$ cat src/rtl/sc_spi_pkg.sv
// sc_spi_pkg: items shared by the SPI target engine and its master counterpart.
//   WORD_W  - width of one RX/TX data word
//   state_t - target frame state machine encoding
//   bpos()  - maps the in-word bit counter to a bit position for the selected byte order
package sc_spi_pkg;

    localparam int WORD_W = 32;

    typedef enum logic [1:0] {
        ST_IDLE   = 2'd0,
        ST_ACTIVE = 2'd1,
        ST_WAIT   = 2'd2
    } state_t;

    // border=0: whole word MSB first; border=1: byte 0 first, each byte MSB first
    function automatic logic [4:0] bpos(input logic border, input logic [4:0] n);
        logic [4:0] w_pos;
        if (border) begin
            w_pos = {n[4:3], 3'b000} + 5'd7 - {2'b00, n[2:0]};
        end else begin
            w_pos = 5'd31 - n;
        end
        return w_pos;
    endfunction

endpackage

$ cat src/rtl/sc_spi_tgt_sync.sv
// sc_spi_tgt_sync: pin synchronizer and edge detector for the SPI target.
//   i_clk, i_rst              - system clock, synchronous active-high reset
//   i_csb, i_sclk, i_mosi     - asynchronous SPI pins
//   o_csb, o_mosi             - synchronized CSB / MOSI levels
//   o_sclk_rise, o_sclk_fall  - one-cycle strobes on synced SCLK edges
//   o_csb_rise, o_csb_fall    - one-cycle strobes on synced CSB edges
// CSB resets to the asserted (low) level so a frame already in progress when
// reset releases never produces a fall strobe; the target parks in WAIT instead.
module sc_spi_tgt_sync #(
    parameter int SYNC_STAGES = 2
) (
    input  logic i_clk,
    input  logic i_rst,
    input  logic i_csb,
    input  logic i_sclk,
    input  logic i_mosi,
    output logic o_csb,
    output logic o_mosi,
    output logic o_sclk_rise,
    output logic o_sclk_fall,
    output logic o_csb_rise,
    output logic o_csb_fall
);

    logic [SYNC_STAGES-1:0] r_csb_sync;
    logic [SYNC_STAGES-1:0] r_sclk_sync;
    logic [SYNC_STAGES-1:0] r_mosi_sync;
    logic                   r_csb_d;
    logic                   r_sclk_d;

    // synchronizer chains plus one delayed copy for edge detection
    always_ff @(posedge i_clk) begin
        if (i_rst) begin
            r_csb_sync  <= '0;
            r_sclk_sync <= '0;
            r_mosi_sync <= '0;
            r_csb_d     <= 1'b0;
            r_sclk_d    <= 1'b0;
        end else begin
            r_csb_sync  <= {r_csb_sync[SYNC_STAGES-2:0], i_csb};
            r_sclk_sync <= {r_sclk_sync[SYNC_STAGES-2:0], i_sclk};
            r_mosi_sync <= {r_mosi_sync[SYNC_STAGES-2:0], i_mosi};
            r_csb_d     <= r_csb_sync[SYNC_STAGES-1];
            r_sclk_d    <= r_sclk_sync[SYNC_STAGES-1];
        end
    end

    assign o_csb       = r_csb_sync[SYNC_STAGES-1];
    assign o_mosi      = r_mosi_sync[SYNC_STAGES-1];
    assign o_sclk_rise =  r_sclk_sync[SYNC_STAGES-1] & ~r_sclk_d;
    assign o_sclk_fall = ~r_sclk_sync[SYNC_STAGES-1] &  r_sclk_d;
    assign o_csb_rise  =  r_csb_sync[SYNC_STAGES-1]  & ~r_csb_d;
    assign o_csb_fall  = ~r_csb_sync[SYNC_STAGES-1]  &  r_csb_d;

endmodule

$ cat src/rtl/sc_spi_tgt.sv
// sc_spi_tgt: SPI target protocol engine, oversampling the SPI pins with SPICLK.
//   SPICLK/SYSRST          - system clock (>= 8x SCLK), synchronous active-high reset
//   ENABLE/CPOL/CPHA/BORDER- mode controls, captured when a frame starts
//   TXDATA/TXDPT/TXLD      - TX word fetch interface (pointer, capture pulse)
//   RXDATA/RXVALID/RXBITS/RXDPT - received word, strobe, bit count, word index
//   FRMBUSY/FRMEND         - frame active level, end-of-frame pulse
//   CSB/SCLK/MOSI/MISO/MISOEN - SPI pins and MISO pad enable
module sc_spi_tgt
    import sc_spi_pkg::*;
#(
    parameter int SYNC_STAGES = 2
) (
    input  logic        SPICLK,
    input  logic        SYSRST,
    input  logic        ENABLE,
    input  logic        CPOL,
    input  logic        CPHA,
    input  logic        BORDER,
    input  logic [31:0] TXDATA,
    output logic [3:0]  TXDPT,
    output logic        TXLD,
    output logic [31:0] RXDATA,
    output logic        RXVALID,
    output logic [5:0]  RXBITS,
    output logic [3:0]  RXDPT,
    output logic        FRMBUSY,
    output logic        FRMEND,
    input  logic        CSB,
    input  logic        SCLK,
    input  logic        MOSI,
    output logic        MISO,
    output logic        MISOEN
);

    logic w_csb_s, w_mosi_s;
    logic w_sclk_rise, w_sclk_fall, w_csb_rise, w_csb_fall;
    logic w_sample, w_shift;
    logic [4:0] w_pos;
    logic [WORD_W-1:0] w_rx_word;
    state_t r_state, w_state_nxt;

    logic [WORD_W-1:0] r_txbuf, r_rxsh, r_rxdata;
    logic [4:0] r_n;
    logic [3:0] r_widx, r_txdpt, r_rxdpt;
    logic [5:0] r_rxbits;
    logic r_cpol, r_cpha, r_border;
    logic r_miso, r_miso_pend, r_misoen, r_frmbusy;
    logic r_rxvalid, r_frmend, r_txld, r_ld1, r_ld2;

    sc_spi_tgt_sync #(.SYNC_STAGES(SYNC_STAGES)) u_sync (
        .i_clk       (SPICLK),
        .i_rst       (SYSRST),
        .i_csb       (CSB),
        .i_sclk      (SCLK),
        .i_mosi      (MOSI),
        .o_csb       (w_csb_s),
        .o_mosi      (w_mosi_s),
        .o_sclk_rise (w_sclk_rise),
        .o_sclk_fall (w_sclk_fall),
        .o_csb_rise  (w_csb_rise),
        .o_csb_fall  (w_csb_fall)
    );

    // modes 0 and 3 sample on the rising edge, modes 1 and 2 on the falling edge
    assign w_sample = (r_cpol ^ r_cpha) ? w_sclk_fall : w_sclk_rise;
    assign w_shift  = (r_cpol ^ r_cpha) ? w_sclk_rise : w_sclk_fall;

    // current RX word with the bit arriving now merged in
    always_comb begin
        w_pos            = bpos(r_border, r_n);
        w_rx_word        = r_rxsh;
        w_rx_word[w_pos] = w_mosi_s;
    end

    // frame state register
    always_ff @(posedge SPICLK) begin
        if (SYSRST) begin
            r_state <= ST_IDLE;
        end else begin
            r_state <= w_state_nxt;
        end
    end

    // next-state logic; CSB found low in IDLE without a fall means a frame is
    // already running, so it is skipped via WAIT
    always_comb begin
        w_state_nxt = r_state;
        case (r_state)
            ST_IDLE: begin
                if (w_csb_fall) begin
                    w_state_nxt = ENABLE ? ST_ACTIVE : ST_WAIT;
                end else if (!w_csb_s) begin
                    w_state_nxt = ST_WAIT;
                end else begin
                    w_state_nxt = ST_IDLE;
                end
            end
            ST_ACTIVE: begin
                if (w_csb_rise) begin
                    w_state_nxt = ST_IDLE;
                end else begin
                    w_state_nxt = ST_ACTIVE;
                end
            end
            ST_WAIT: begin
                if (w_csb_s) begin
                    w_state_nxt = ST_IDLE;
                end else begin
                    w_state_nxt = ST_WAIT;
                end
            end
            default: w_state_nxt = ST_IDLE;
        endcase
    end

    // shift datapath, pointers and registered outputs
    always_ff @(posedge SPICLK) begin
        if (SYSRST) begin
            r_txbuf     <= '0;
            r_rxsh      <= '0;
            r_rxdata    <= '0;
            r_n         <= 5'd0;
            r_widx      <= 4'd0;
            r_txdpt     <= 4'd0;
            r_rxdpt     <= 4'd0;
            r_rxbits    <= 6'd0;
            r_cpol      <= 1'b0;
            r_cpha      <= 1'b0;
            r_border    <= 1'b0;
            r_miso      <= 1'b0;
            r_miso_pend <= 1'b0;
            r_misoen    <= 1'b0;
            r_frmbusy   <= 1'b0;
            r_rxvalid   <= 1'b0;
            r_frmend    <= 1'b0;
            r_txld      <= 1'b0;
            r_ld1       <= 1'b0;
            r_ld2       <= 1'b0;
        end else begin
            r_rxvalid   <= 1'b0;
            r_frmend    <= 1'b0;
            r_txld      <= 1'b0;
            r_ld1       <= 1'b0;
            r_ld2       <= r_ld1;
            r_miso_pend <= 1'b0;
            r_misoen    <= (w_state_nxt == ST_ACTIVE);
            r_frmbusy   <= (w_state_nxt == ST_ACTIVE);
            case (r_state)
                ST_IDLE: begin
                    r_txbuf <= TXDATA;
                    r_n     <= 5'd0;
                    r_rxsh  <= '0;
                    r_miso  <= 1'b0;
                    if (w_csb_fall && ENABLE) begin
                        r_cpol      <= CPOL;
                        r_cpha      <= CPHA;
                        r_border    <= BORDER;
                        r_widx      <= 4'd0;
                        r_txdpt     <= 4'd0;
                        r_miso_pend <= 1'b1;
                    end
                end
                ST_ACTIVE: begin
                    // TX word reload trails the pointer bump by two cycles so
                    // TXDATA has settled for the new TXDPT
                    if (r_ld2) begin
                        r_txbuf <= TXDATA;
                        r_txld  <= 1'b1;
                    end
                    if (r_miso_pend) begin
                        r_miso <= r_txbuf[bpos(r_border, r_n)];
                    end
                    // CSB rise has priority over a coincident sample edge
                    if (w_csb_rise) begin
                        r_frmend <= 1'b1;
                        r_txdpt  <= 4'd0;
                        r_miso   <= 1'b0;
                        if (r_n != 5'd0) begin
                            r_rxvalid <= 1'b1;
                            r_rxdata  <= r_rxsh;
                            r_rxbits  <= {1'b0, r_n};
                            r_rxdpt   <= r_widx;
                        end
                    end else if (w_sample) begin
                        r_n <= r_n + 5'd1;
                        if (r_n == 5'd31) begin
                            r_rxvalid <= 1'b1;
                            r_rxdata  <= w_rx_word;
                            r_rxbits  <= 6'd32;
                            r_rxdpt   <= r_widx;
                            r_widx    <= r_widx + 4'd1;
                            r_txdpt   <= r_txdpt + 4'd1;
                            r_rxsh    <= '0;
                            r_ld1     <= 1'b1;
                        end else begin
                            r_rxsh <= w_rx_word;
                        end
                    end else if (w_shift) begin
                        r_miso_pend <= 1'b1;
                    end else begin
                        r_n <= r_n;
                    end
                end
                ST_WAIT: begin
                    r_miso <= 1'b0;
                end
                default: begin
                    r_miso <= 1'b0;
                end
            endcase
        end
    end

    assign TXDPT   = r_txdpt;
    assign TXLD    = r_txld;
    assign RXDATA  = r_rxdata;
    assign RXVALID = r_rxvalid;
    assign RXBITS  = r_rxbits;
    assign RXDPT   = r_rxdpt;
    assign FRMBUSY = r_frmbusy;
    assign FRMEND  = r_frmend;
    assign MISO    = r_miso;
    assign MISOEN  = r_misoen;

endmodule

$ cat config.mk
export PLATFORM = sky130hd
export DESIGN_NAME = sc_spi_tgt
export DESIGN_NICKNAME = d
export VERILOG_FILES = /design/src/rtl/sc_spi_pkg.sv /design/src/rtl/sc_spi_tgt_sync.sv /design/src/rtl/sc_spi_tgt.sv
export SDC_FILE = /design/constraint.sdc
export NUM_CORES = 1
export LEC_CHECK = 0
export CORE_UTILIZATION = 50
export DETAILED_ROUTE_END_ITERATION = 8
export GPL_TIMING_DRIVEN = 0
export PLACE_DENSITY = 0.78
export SKIP_LAST_GASP = 1
export SLEW_MARGIN = 15
export SYNTH_ARGS = -nofsm -noshare
export SYNTH_HDL_FRONTEND = slang
export SYNTH_SLANG_ARGS = --single-unit
export TNS_END_PERCENT = 1
$ cat constraint.sdc
create_clock -name SPICLK -period 2.5 [get_ports SPICLK]
set_input_delay 0.5 -clock SPICLK [delete_from_list [all_inputs] [get_ports SPICLK]]
set_output_delay 0.5 -clock SPICLK [all_outputs]
set_load 0.05 [all_outputs]
==> results.sh <==
export IMPL_outcome="complete, no violations"
export IMPL_cts_sinks=140
export IMPL_slew_headroom_pct=36.3
export IMPL_drc_errors=0
export IMPL_power_leakage_uw=0.00297
export IMPL_yosys_warnings=0
export IMPL_syn_area_sq_mm=0.00673
export IMPL_cp_max_fo=11
export IMPL_worstSetupPathType="register to register"
export IMPL_worst_ep_required_time_ns=2.86
export IMPL_async_flop_share_pct=0
export IMPL_total_power_uw=5200
export IMPL_routabilityCongestion=0.957
export IMPL_cap_violations=0
export IMPL_syn_num_nets=841
export IMPL_yosys_area_top_type="dfxtp_1"
export IMPL_fin_area_sq_mm=0.00852
export IMPL_drt_wl_total_mm=19.3
export IMPL_worst_slack_ns=0.0568
export IMPL_max_freq_ghz=0.409
export IMPL_clk_pin_slew_worst_paths_ns=0.06
export IMPL_grt_max_degree=17
export IMPL_pin_count=93
export IMPL_ys_flop_type="dfxtp_1"
export IMPL_globalRouteTotalUtil_pct=28.7
export IMPL_fin_util_pct=64.6
export IMPL_antenna_cells=0
export IMPL_synth_seq_cells=140
export IMPL_grt_pass1_wl_mm=31.3
export IMPL_yosys_top_cells_count="dfxtp_1, a21oi_1, nand2_1"
export IMPL_setup_violations=0
export IMPL_numCtsBuffers=17
export IMPL_drive_gt1_share_pct=9.19
export IMPL_die_y_microns=118
export IMPL_die_w_microns=118
export IMPL_hpwl_mm=13.5
export IMPL_ant_nets=0
export IMPL_reg2reg_setup_slack_ns=0.06
export IMPL_peakVddDrop_v=0.000419
export IMPL_drtIter0Drc=567
export IMPL_critPathLaunchType="register"
export IMPL_placed_area_sq_mm=0.00787
export IMPL_grt_pass1_vias=6014
export IMPL_via_count=6468
export IMPL_nets=950
export IMPL_hold_path_class="register to register"
export IMPL_gr_total_overflow=0
export IMPL_fillCellCount=1164
export IMPL_first_pass_iters=5
export IMPL_period_share_pct=97.7
export IMPL_synth_cell_types=51
export IMPL_num_rows=42
export IMPL_syn_inst=792
export IMPL_synth_edf_count=0
export IMPL_finalCriticalPeriod_ns=2.44
export IMPL_area_delta_synth_final_pct=26.5
export IMPL_hold_viol_final=0
export IMPL_finClkSkew_ns=0.0117
export IMPL_cts_hold_buffers=0
export IMPL_antenna_found_initial=0
export IMPL_worstMarginPinSlew_ns=0.947
export IMPL_vias_per_cell=5.93
export IMPL_post_drt_wl_per_cell_microns=17.7
export IMPL_avgSynthCellArea_sq_um=8.50
export IMPL_cts_tree="built"
export IMPL_clockRootBuffer="clkbuf_16"
export IMPL_synth_most_common_cell="dfxtp_1"
export IMPL_pre_cts_ws_ns=-0.718
export IMPL_core_sq_mm=0.0132
export IMPL_max_clock_path_buffers=2
export IMPL_grt_setup_unrepaired="true"
export IMPL_power_density_mw_per_mm2=610
export IMPL_cp_arrival_ns=2.81
export IMPL_final_max_slew_violation_count=0
export IMPL_synth_area_leaders="dfxtp_1, a21oi_1, mux2i_1"
export IMPL_h_tree_depth=4
export IMPL_portBuffers=91
export IMPL_end_kind="register"
export IMPL_synth_top_area_share_pct=41.6
export IMPL_die_area_sq_mm=0.0139
export IMPL_initial_utilization_pct=51.1
export IMPL_ys_seq_area_share_pct=41.6
export IMPL_worstSkewPairLatency_ns=0.44
==> per-stage QoR <==
step                setup TNS, ns  instances  hold slack (ns)
finish                          0       1090            0.438
global route               -0.674       1090            0.452
CTS                      -0.00510       1091            0.442
detailed placement         -44.21       1059            0.429
global placement           -40.23       1059            0.418
floorplan                       0        792            0.414
==> registers in the layout (all words and copies together) (netlist names), 4 cells and up <==
name and flops:
RXDATA 32, RXBITS 6, RXDPT 4, r_txbuf 32, TXDPT 4, r_n 5
r_widx 4, r_rxsh 32
==> worst max-delay path, cell delays in order, from the launching register on <==
cell	delay (ns)
dfxtp_1	0.36
ha_4	0.22
clkbuf_4	0.21
and3_1	0.21
ha_1	0.18
clkbuf_4	0.20
clkbuf_2	0.21
a2111oi_0	0.49
o31ai_1	0.14
a21oi_1	0.13
==> repair_timing <==
item / in CTS / in global routing
gates resized for setup: 8 / 8
setup buffers: 2 / 0
endpoints found under the setup margin: 84 / 78
==> power by group <==
part | total, uW | internal [uW] | switching, uW | leakage, uW
sequential | 2300 | 2270 | 22.3 | 0.00114
combinational | 287 | 115 | 172 | 0.00154
clock | 2620 | 1600 | 1020 | 0.000286
==> cell families after synthesis <==
logic type      synth area share (%)
compound gates                  24.5
simple gates                    17.1
flops                           41.6
buf+inv                         7.04
mux                             7.84
fa+ha+maj                       1.49
xor+xnor                       0.372
==> routing by layer <==
metal  global-route usage, %  part of all wire, %  wire length, microns
met2                    46.2                   48                  9230
met3                    5.86                  7.9                  1530
met4                    14.4                  3.3                   647
met5                       0                    0                     0
met1                    36.5                   41                  7910
==> cell type report <==
| type | instances | area, sq um | area share [%] |
|---|---|---|---|
| multi-input cells | 557 | 3480 | 40.9 |
| repair buffers | 93 | 926 | 10.9 |
| inverters | 11 | 41.3 | 0.485 |
| clock buffers | 19 | 443 | 5.20 |
| plain buffers | 81 | 433 | 5.08 |
| flip-flops and latches | 140 | 2810 | 32.9 |
| well taps | 176 | 220 | 2.59 |
| clock inverters | 13 | 165 | 1.94 |
==> final timing paths <==
kind | startpoint | to | depth (start not counted)
setup / recovery | r_n[1] | r_rxsh[30] | 9
hold / removal | u_sync.r_csb_sync[0] | u_sync.r_csb_sync[1] | 1
setup reg to reg | r_n[1] | r_rxsh[30] | 9
hold reg to reg | u_sync.r_csb_sync[0] | u_sync.r_csb_sync[1] | 1
==> cells in the final DEF, fill, tap and decap left out, drive strengths merged, types with 2 or more instances in the layout <==
cell type,count
a2111oi,29
a211oi,38
a21boi,5
a21oi,123
a22oi,4
a31oi,3
a41oi,2
and2,5
and3,6
buf,32
bufinv,3
clkbuf,70
clkdlybuf4s50,91
clkinv,3
clkinvlp,4
dfxtp,140
ha,8
inv,14
mux2i,50
nand2,113
nand2b,6
nand3,47
nand3b,3
nand4,7
nor2,14
nor2b,13
nor3,9
nor4,2
nor4b,3
o21ai,15
o31ai,30
o32ai,4
or3,3
or3b,3
or4,3
xor2,2
No activity file was read; power rests on OpenSTA's default activity.
